`src/rtl/rv_int_ctrl_pkg.sv`:
```
// Shared constants for the trap/interrupt controller:
// cause codes, CSR addresses and mstatus bit positions.
package rv_int_ctrl_pkg;

    localparam logic [31:0] CAUSE_ILL      = 32'd2;
    localparam logic [31:0] CAUSE_ECALL    = 32'd11;
    localparam logic [31:0] IRQ_CAUSE_BASE = 32'd16;
    localparam logic [31:0] INT_FLAG       = 32'h8000_0000;

    localparam logic [1:0] CSR_MSTATUS = 2'd0;
    localparam logic [1:0] CSR_MIE     = 2'd1;
    localparam logic [1:0] CSR_MTVEC   = 2'd2;
    localparam logic [1:0] CSR_MEPC    = 2'd3;

    localparam int MSTATUS_MIE  = 3;
    localparam int MSTATUS_MPIE = 7;

endpackage

```
`src/rtl/rv_int_ctrl_irq_sync_edge.sv`:
```
// Per-line irq synchroniser, rising-edge detect and pending latch.
// Ports: i_irq async level in, i_clr clears pending, o_pending latched request.
module irq_sync_edge #(
    parameter int SYNC_STAGES = 2
) (
    input  logic i_clk,
    input  logic i_rst,
    input  logic i_irq,
    input  logic i_clr,
    output logic o_pending
);

    logic [SYNC_STAGES-1:0] r_sync;
    logic                   r_dly;
    logic                   r_pend;
    logic                   w_edge;

    assign w_edge    = r_sync[SYNC_STAGES-1] & ~r_dly;
    assign o_pending = r_pend;

    always_ff @(posedge i_clk or posedge i_rst) begin
        if (i_rst) begin
            r_sync <= '0;
            r_dly  <= 1'b0;
            r_pend <= 1'b0;
        end else begin
            r_sync <= {r_sync[SYNC_STAGES-2:0], i_irq};
            r_dly  <= r_sync[SYNC_STAGES-1];
            // A fresh edge beats a same-cycle clear.
            r_pend <= w_edge | (r_pend & ~i_clr);
        end
    end

endmodule

```
`src/rtl/rv_int_ctrl.sv`:
```
// Machine-mode trap/interrupt controller owning the core PC.
// Ports: irq/ecall/mret/ill_instr events, pc_next, CSR port; pc, mepc, mcause, in_trap, irq_pending out.
module rv_int_ctrl
    import rv_int_ctrl_pkg::*;
#(
    parameter int          N_IRQ       = 4,
    parameter logic [31:0] RESET_PC    = 32'h0000_0000,
    parameter logic [31:0] MTVEC_RESET = 32'h0000_000C,
    parameter int          SYNC_STAGES = 2
) (
    input  logic             clk,
    input  logic             rst,
    input  logic [N_IRQ-1:0] irq,
    input  logic             ecall,
    input  logic             mret,
    input  logic             ill_instr,
    input  logic [31:0]      pc_next,
    input  logic             csr_we,
    input  logic [1:0]       csr_addr,
    input  logic [31:0]      csr_wdata,
    output logic [31:0]      csr_rdata,
    output logic [31:0]      pc,
    output logic [31:0]      mepc,
    output logic [31:0]      mcause,
    output logic             in_trap,
    output logic [N_IRQ-1:0] irq_pending
);

    logic [31:0]      r_pc;
    logic [31:0]      r_mepc;
    logic [31:0]      r_mcause;
    logic [31:0]      r_mtvec;
    logic [N_IRQ-1:0] r_mask;
    logic             r_mie;
    logic             r_mpie;
    logic             r_in_trap;

    logic [N_IRQ-1:0] w_pend;
    logic [N_IRQ-1:0] w_hit;
    logic [N_IRQ-1:0] w_clr;
    logic [3:0]       w_sel;
    logic             w_exc;
    logic             w_take;
    logic [31:0]      w_irq_code;
    logic [31:0]      w_base;
    logic [31:0]      w_irq_vec;

    for (genvar g = 0; g < N_IRQ; g++) begin : g_line
        irq_sync_edge #(
            .SYNC_STAGES(SYNC_STAGES)
        ) u_sync (
            .i_clk    (clk),
            .i_rst    (rst),
            .i_irq    (irq[g]),
            .i_clr    (w_clr[g]),
            .o_pending(w_pend[g])
        );
    end

    assign w_hit  = w_pend & r_mask;
    assign w_exc  = ill_instr | ecall;
    // Exceptions and mret outrank interrupts for this cycle.
    assign w_take = r_mie & (|w_hit) & ~w_exc & ~mret;

    // Lowest set index has highest priority.
    always_comb begin
        w_sel = '0;
        for (int i = N_IRQ - 1; i >= 0; i--) begin
            if (w_hit[i]) w_sel = 4'(i);
        end
    end

    always_comb begin
        w_clr = '0;
        for (int i = 0; i < N_IRQ; i++) begin
            w_clr[i] = w_take && (w_sel == 4'(i));
        end
    end

    assign w_irq_code = IRQ_CAUSE_BASE + {28'd0, w_sel};
    assign w_base     = {r_mtvec[31:2], 2'b00};
    assign w_irq_vec  = r_mtvec[0] ? w_base + (w_irq_code << 2)
                                   : w_base;

    always_comb begin
        csr_rdata = '0;
        unique case (csr_addr)
            CSR_MSTATUS: begin
                csr_rdata[MSTATUS_MIE]  = r_mie;
                csr_rdata[MSTATUS_MPIE] = r_mpie;
            end
            CSR_MIE:   csr_rdata = 32'(r_mask);
            CSR_MTVEC: csr_rdata = r_mtvec;
            CSR_MEPC:  csr_rdata = r_mepc;
        endcase
    end

    always_ff @(posedge clk or posedge rst) begin
        if (rst) begin
            r_pc      <= RESET_PC;
            r_mepc    <= '0;
            r_mcause  <= '0;
            r_mtvec   <= MTVEC_RESET;
            r_mask    <= '1;
            r_mie     <= 1'b1;
            r_mpie    <= 1'b0;
            r_in_trap <= 1'b0;
        end else begin
            // CSR writes first; trap/mret updates below override them.
            if (csr_we) begin
                unique case (csr_addr)
                    CSR_MSTATUS: begin
                        r_mie  <= csr_wdata[MSTATUS_MIE];
                        r_mpie <= csr_wdata[MSTATUS_MPIE];
                    end
                    CSR_MIE:   r_mask  <= csr_wdata[N_IRQ-1:0];
                    CSR_MTVEC: r_mtvec <= csr_wdata;
                    CSR_MEPC:  r_mepc  <= {csr_wdata[31:2], 2'b00};
                endcase
            end
            if (w_exc) begin
                r_mcause  <= ill_instr ? CAUSE_ILL : CAUSE_ECALL;
                r_mepc    <= r_pc;
                r_pc      <= w_base;
                r_mpie    <= r_mie;
                r_mie     <= 1'b0;
                r_in_trap <= 1'b1;
            end else if (mret) begin
                r_pc      <= r_mepc;
                r_mie     <= r_mpie;
                r_mpie    <= 1'b1;
                r_in_trap <= 1'b0;
            end else if (w_take) begin
                r_mcause  <= INT_FLAG | w_irq_code;
                r_mepc    <= pc_next;
                r_pc      <= w_irq_vec;
                r_mpie    <= r_mie;
                r_mie     <= 1'b0;
                r_in_trap <= 1'b1;
            end else begin
                r_pc <= pc_next;
            end
        end
    end

    assign pc          = r_pc;
    assign mepc        = r_mepc;
    assign mcause      = r_mcause;
    assign in_trap     = r_in_trap;
    assign irq_pending = w_pend;

endmodule

```
`config.mk`:
```
export PLATFORM = sky130hd
export DESIGN_NAME = rv_int_ctrl
export DESIGN_NICKNAME = d
export VERILOG_FILES = /design/src/rtl/rv_int_ctrl_pkg.sv /design/src/rtl/rv_int_ctrl_irq_sync_edge.sv /design/src/rtl/rv_int_ctrl.sv
export SDC_FILE = /design/constraint.sdc
export NUM_CORES = 1
export LEC_CHECK = 0
export ABC_AREA = 1
export BUFFER_PORTS_ARGS = -buffer_cell sky130_fd_sc_hd__buf_2
export CORE_ASPECT_RATIO = 1.2
export CORE_UTILIZATION = 48
export CTS_CLUSTER_DIAMETER = 200
export DETAILED_ROUTE_END_ITERATION = 10
export GPL_TIMING_DRIVEN = 1
export HOLD_SLACK_MARGIN = 0.03
export PLACE_DENSITY_LB_ADDON = 0.25
export SLEW_MARGIN = 30
export SYNTH_ARGS = -nofsm -noshare
export SYNTH_HDL_FRONTEND = slang
export SYNTH_SLANG_ARGS = --single-unit
```
`constraint.sdc`:
```
create_clock -name clk -period 4.6 [get_ports clk]
set_clock_uncertainty 0.2 [all_clocks]
set_input_delay 0.92 -clock clk [delete_from_list [all_inputs] [get_ports clk]]
set_output_delay 0.92 -clock clk [all_outputs]
set_load 0.03 [all_outputs]
```
==> metrics list <==
- The flow ran to the end, and the final reports show no timing, DRC or antenna violations.
- Layout area overhead: 21.3%
- Setup violations remaining at the end of the flow were counted as 0.
- The finished cells cover between 0.008 and 0.009 sq mm.
- Before CTS, the worst setup slack after placement is approximately 1000 ps.
* Post-synth top area cell: sky130_fd_sc_hd__dfrtp_1
- At the worst endpoint, the required time is roughly 3500 ps.
- Setup repair after global routing left no endpoint under its margin.
* Most repeated library cell on the critical path: sky130_fd_sc_hd__buf_2
- Leaving out filler cells and counting taps, the final layout contains 1371.
* Via-per-instance ratio: roughly 5.3
* GRT overflow: 0
- Multi-input gate area in the final layout: 0.00325 sq mm
* Top cells by area, synth: sky130_fd_sc_hd__dfrtp_1 (41%), sky130_fd_sc_hd__nand2_1 (18%), sky130_fd_sc_hd__o21ai_0 (7.4%)
- Type of the tightest min-delay check: reg2reg
- Share of final-layout standard cells stronger than drive strength 1: 21.3%
- Maximum number of buffers from clock root to sink: 2
- The final hold violation count came to 0.
* Crit Path Max Fanout: 29
- Clock tree synthesis selected as its root buffer the cell sky130_fd_sc_hd__clkbuf_16.
* Number of flops mapped to enable cells by yosys: 0
- Sum of negative setup slack: 0 ps
- The first global-routing pass estimated approximately 35000 um of wire.
- Total via count after detailed routing: 7296
- TritonCTS clock tree: yes
- Worst vdd rail ir drop: 0.299 mV
- After filler insertion, the fill cell instance count of the layout stands at roughly 1400.
- Total clock sinks: ~120
- At the later pin of the worst-skew pair, clock insertion delay measures roughly 430 ps.
- Worst max-slew margin expressed relative to the limit: between 40% and 50%
* Floorplan die area: 0.0154 sq mm
- Cells traversed along the worst timing path: buf_2 -> inv_1 -> nor2_1 -> inv_2 -> o22ai_1 -> buf_2
- The worst path needs approximately 3400 ps of the cycle, external delays included.
- Overall global routing resource usage: a little under a third
* Endpoint type of the worst setup path: output port
* Cts repair resizes: 0
* Max-Cap Viols: 0
* Static Leakage: 4.48 nW
* Die Ht: 136 um
* RePlAce Congestion: ~0.87
- Clock-pin transition on the worst setup and hold timing paths: 60 ps
* Post-layout power: ~3.8 mW
- Synthesis inferred 123 register bits.
* Maximum number of pins on one net before global-route repair: 77
* Ant. Diodes: 0
* Number of clock buffers inserted by TritonCTS: 17
* Number of setup buffers added after CTS: 0
- The sequential cells in the finished layout cover a total of just over 0.003 sq mm.
- Drt initial violations: slightly above 600
- approximately 210 I/O pins were placed.
- H-tree lvl count: 4
* Slowest stage delay, CP: ~370 ps
- The via count of the first global-routing pass was ~6600.
* Worst setup margin: 1230 ps
* Most used standard cells in the synthesized netlist: sky130_fd_sc_hd__nand2_1 (334), sky130_fd_sc_hd__inv_1 (119), sky130_fd_sc_hd__dfrtp_1 (116)
* Distinct cell type count of the synthesized netlist: 39
- Floorplan Core Area: between 0.01 and 0.015 sq mm
* Startpoint type of the worst setup path: input pin
- In the synthesized netlist the async set-or-reset flop fraction comes to 100%.
- Power density over the cells: between 400 and 500 mW/mm^2
- Based on the critical path, the design can be clocked at up to 296 MHz.
* Dominant register cell in the synthesized netlist: sky130_fd_sc_hd__dfrtp_1
- For this run, design rule violations remaining after detail routing come to 0.
- The initial antenna violation count came to 0.
- Data arrives at the worst endpoint at 2250 ps.
* Die W: between 100 and 150 um
* Post-Syn Area: roughly 0.007 sq mm
- Period Utilization, post-route: between 70% and 80%
- For this configuration, the core starts out at a cell density of approximately half.
- The largest individual stage delay along the critical path comes from the cell sky130_fd_sc_hd__inv_2.
* Count of nets left with antenna violations after detail routing: 0
- Input/output buffers: around 180
* Hold-fix buffers at CTS: 0
- Actual slew at the worst max-slew pin: 822 ps
- Including well taps, the total number of placed cells is between 1000 and 1500.
* Yosys top cell area share: 40.7%
* Worst setup path category: in2out
- Among all cell types in the netlist, the one instantiated most often is sky130_fd_sc_hd__nand2_1.
* Buffer and inverter count on the worst path: 4
- Summing all placed instances gives a cell area of slightly above 0.008 sq mm.
- The first detailed-routing pass took 5 iterations.
- The total count of max-transition violations in the final report came to 0.
- Syn. warnings: 0
- Fraction of the yosys area taken by sequential cells: between 40 and 50%
- Gate count of the mapped netlist: roughly 1000
- Total Wirelength: 22500 um
* Mean Syn Cell Area: about 7 sq um
- Placement Rows: 48
- Half-perimeter wire length after placement: 15500 um
* Post-layout nets: around 1200
- The kind of cell with the highest combined delay along the critical path is buffers and inverters.
* Wire length per cell after detailed routing: between 15 and 20 um
==> final timing paths <==
path                                                      startpoint                                   end  slack, ps  cells after the start
worst max register to register                 r_mask[3]$_DFFE_PP1P_                      pc[28]$_DFF_PP0_       1740                     17
max in group asynchronous                                        rst                     r_mie$_DFFE_PP1P_       3010                      3
min in group asynchronous                                        rst                 mcause[1]$_DFFE_PP0P_        420                      2
worst min register to register  g_line[3].u_sync.r_sync[0]$_DFF_PP0_  g_line[3].u_sync.r_sync[1]$_DFF_PP0_        150                      0
worst min-delay path            g_line[3].u_sync.r_sync[0]$_DFF_PP0_  g_line[3].u_sync.r_sync[1]$_DFF_PP0_        150                      0
worst max-delay path                                     csr_addr[1]                         csr_rdata[15]       1230                      6
==> state kept, by name, indices dropped and copies added (netlist names) <==
signal                   count
mcause                       4
in_trap                      1
g_line.u_sync.r_dly          4
g_line.u_sync.o_pending      4
r_mtvec                     32
g_line.u_sync.r_sync         8
r_mpie                       1
pc                          32
r_mie                        1
r_mask                       4
mepc                        32
==> layout make-up <==
cell class                 instances  share of cell area (%)
clock buffer                      17                    4.91
clock inverter                    15                    2.05
inverter                         126                    5.52
multi-input combinational        699                    37.5
sequential                       123                    35.6
tap                              200                    2.89
timing repair buffer             191                    11.5
==> kinds of logic after synthesis <==
group / count (synthesis) / synth area share [%]
buf+inv: 203 / 12.7
simple gates: 465 / 26.7
xor+xnor: 6 / 0.736
mux: 1 / 0.158
compound gates: 198 / 16.1
other cells: 1 / 0.0525
flops: 123 / 43.2
fa+ha+maj: 2 / 0.351
==> stage by stage <==
stage / hold slack [ps] / utilization (%)
after floorplan: 131 / -
after global placement: 133 / 55.6
after detailed placement: 135 / 55.6
after CTS: 150 / 59.8
after global routing: 165 / 59.8
final: 148 / 59.8
==> cell usage in the layout, fill, tap and decap left out, types with 2 or more instances in the layout <==
| cell | count |
|---|---|
| sky130_fd_sc_hd__nor2_1 | 44 |
| sky130_fd_sc_hd__nand2_2 | 4 |
| sky130_fd_sc_hd__o2111ai_1 | 6 |
| sky130_fd_sc_hd__o21ai_0 | 106 |
| sky130_fd_sc_hd__buf_4 | 9 |
| sky130_fd_sc_hd__nand4_1 | 5 |
| sky130_fd_sc_hd__xor2_1 | 6 |
| sky130_fd_sc_hd__o211ai_1 | 8 |
| sky130_fd_sc_hd__o22ai_1 | 32 |
| sky130_fd_sc_hd__a21o_1 | 2 |
| sky130_fd_sc_hd__bufinv_16 | 2 |
| sky130_fd_sc_hd__nand2_1 | 332 |
| sky130_fd_sc_hd__ha_1 | 2 |
| sky130_fd_sc_hd__conb_1 | 27 |
| sky130_fd_sc_hd__nand3_1 | 58 |
| sky130_fd_sc_hd__dfrtp_1 | 116 |
| sky130_fd_sc_hd__a21oi_1 | 13 |
| sky130_fd_sc_hd__inv_2 | 7 |
| sky130_fd_sc_hd__clkinv_4 | 5 |
| sky130_fd_sc_hd__clkbuf_16 | 17 |
| sky130_fd_sc_hd__o21ai_1 | 9 |
| sky130_fd_sc_hd__nor3_2 | 2 |
| sky130_fd_sc_hd__inv_6 | 6 |
| sky130_fd_sc_hd__o21bai_1 | 4 |
| sky130_fd_sc_hd__nor2_4 | 3 |
| sky130_fd_sc_hd__nor3_1 | 10 |
| sky130_fd_sc_hd__a31oi_1 | 6 |
| sky130_fd_sc_hd__nor4_1 | 2 |
| sky130_fd_sc_hd__nand3b_1 | 3 |
| sky130_fd_sc_hd__o221ai_1 | 8 |
| sky130_fd_sc_hd__inv_1 | 117 |
| sky130_fd_sc_hd__buf_2 | 181 |
| sky130_fd_sc_hd__dfstp_2 | 7 |
| sky130_fd_sc_hd__inv_8 | 2 |
==> per-layer routing <==
metal / vias to the layer above / share of wire (%) / GRT usage, %
li1: 3504 / - / -
met1: 3364 / 43 / 40.5
met2: 387 / 46 / 46.6
met3: 41 / 8.1 / 6.94
met4: 0 / 2.8 / 12.4
met5: - / 0 / 0
==> power by group <==
part           switching, mW  internal, mW
sequential             0.147          1.24
clock                  0.564         0.817
combinational          0.708         0.287
Power figures use the tool's default switching activity.
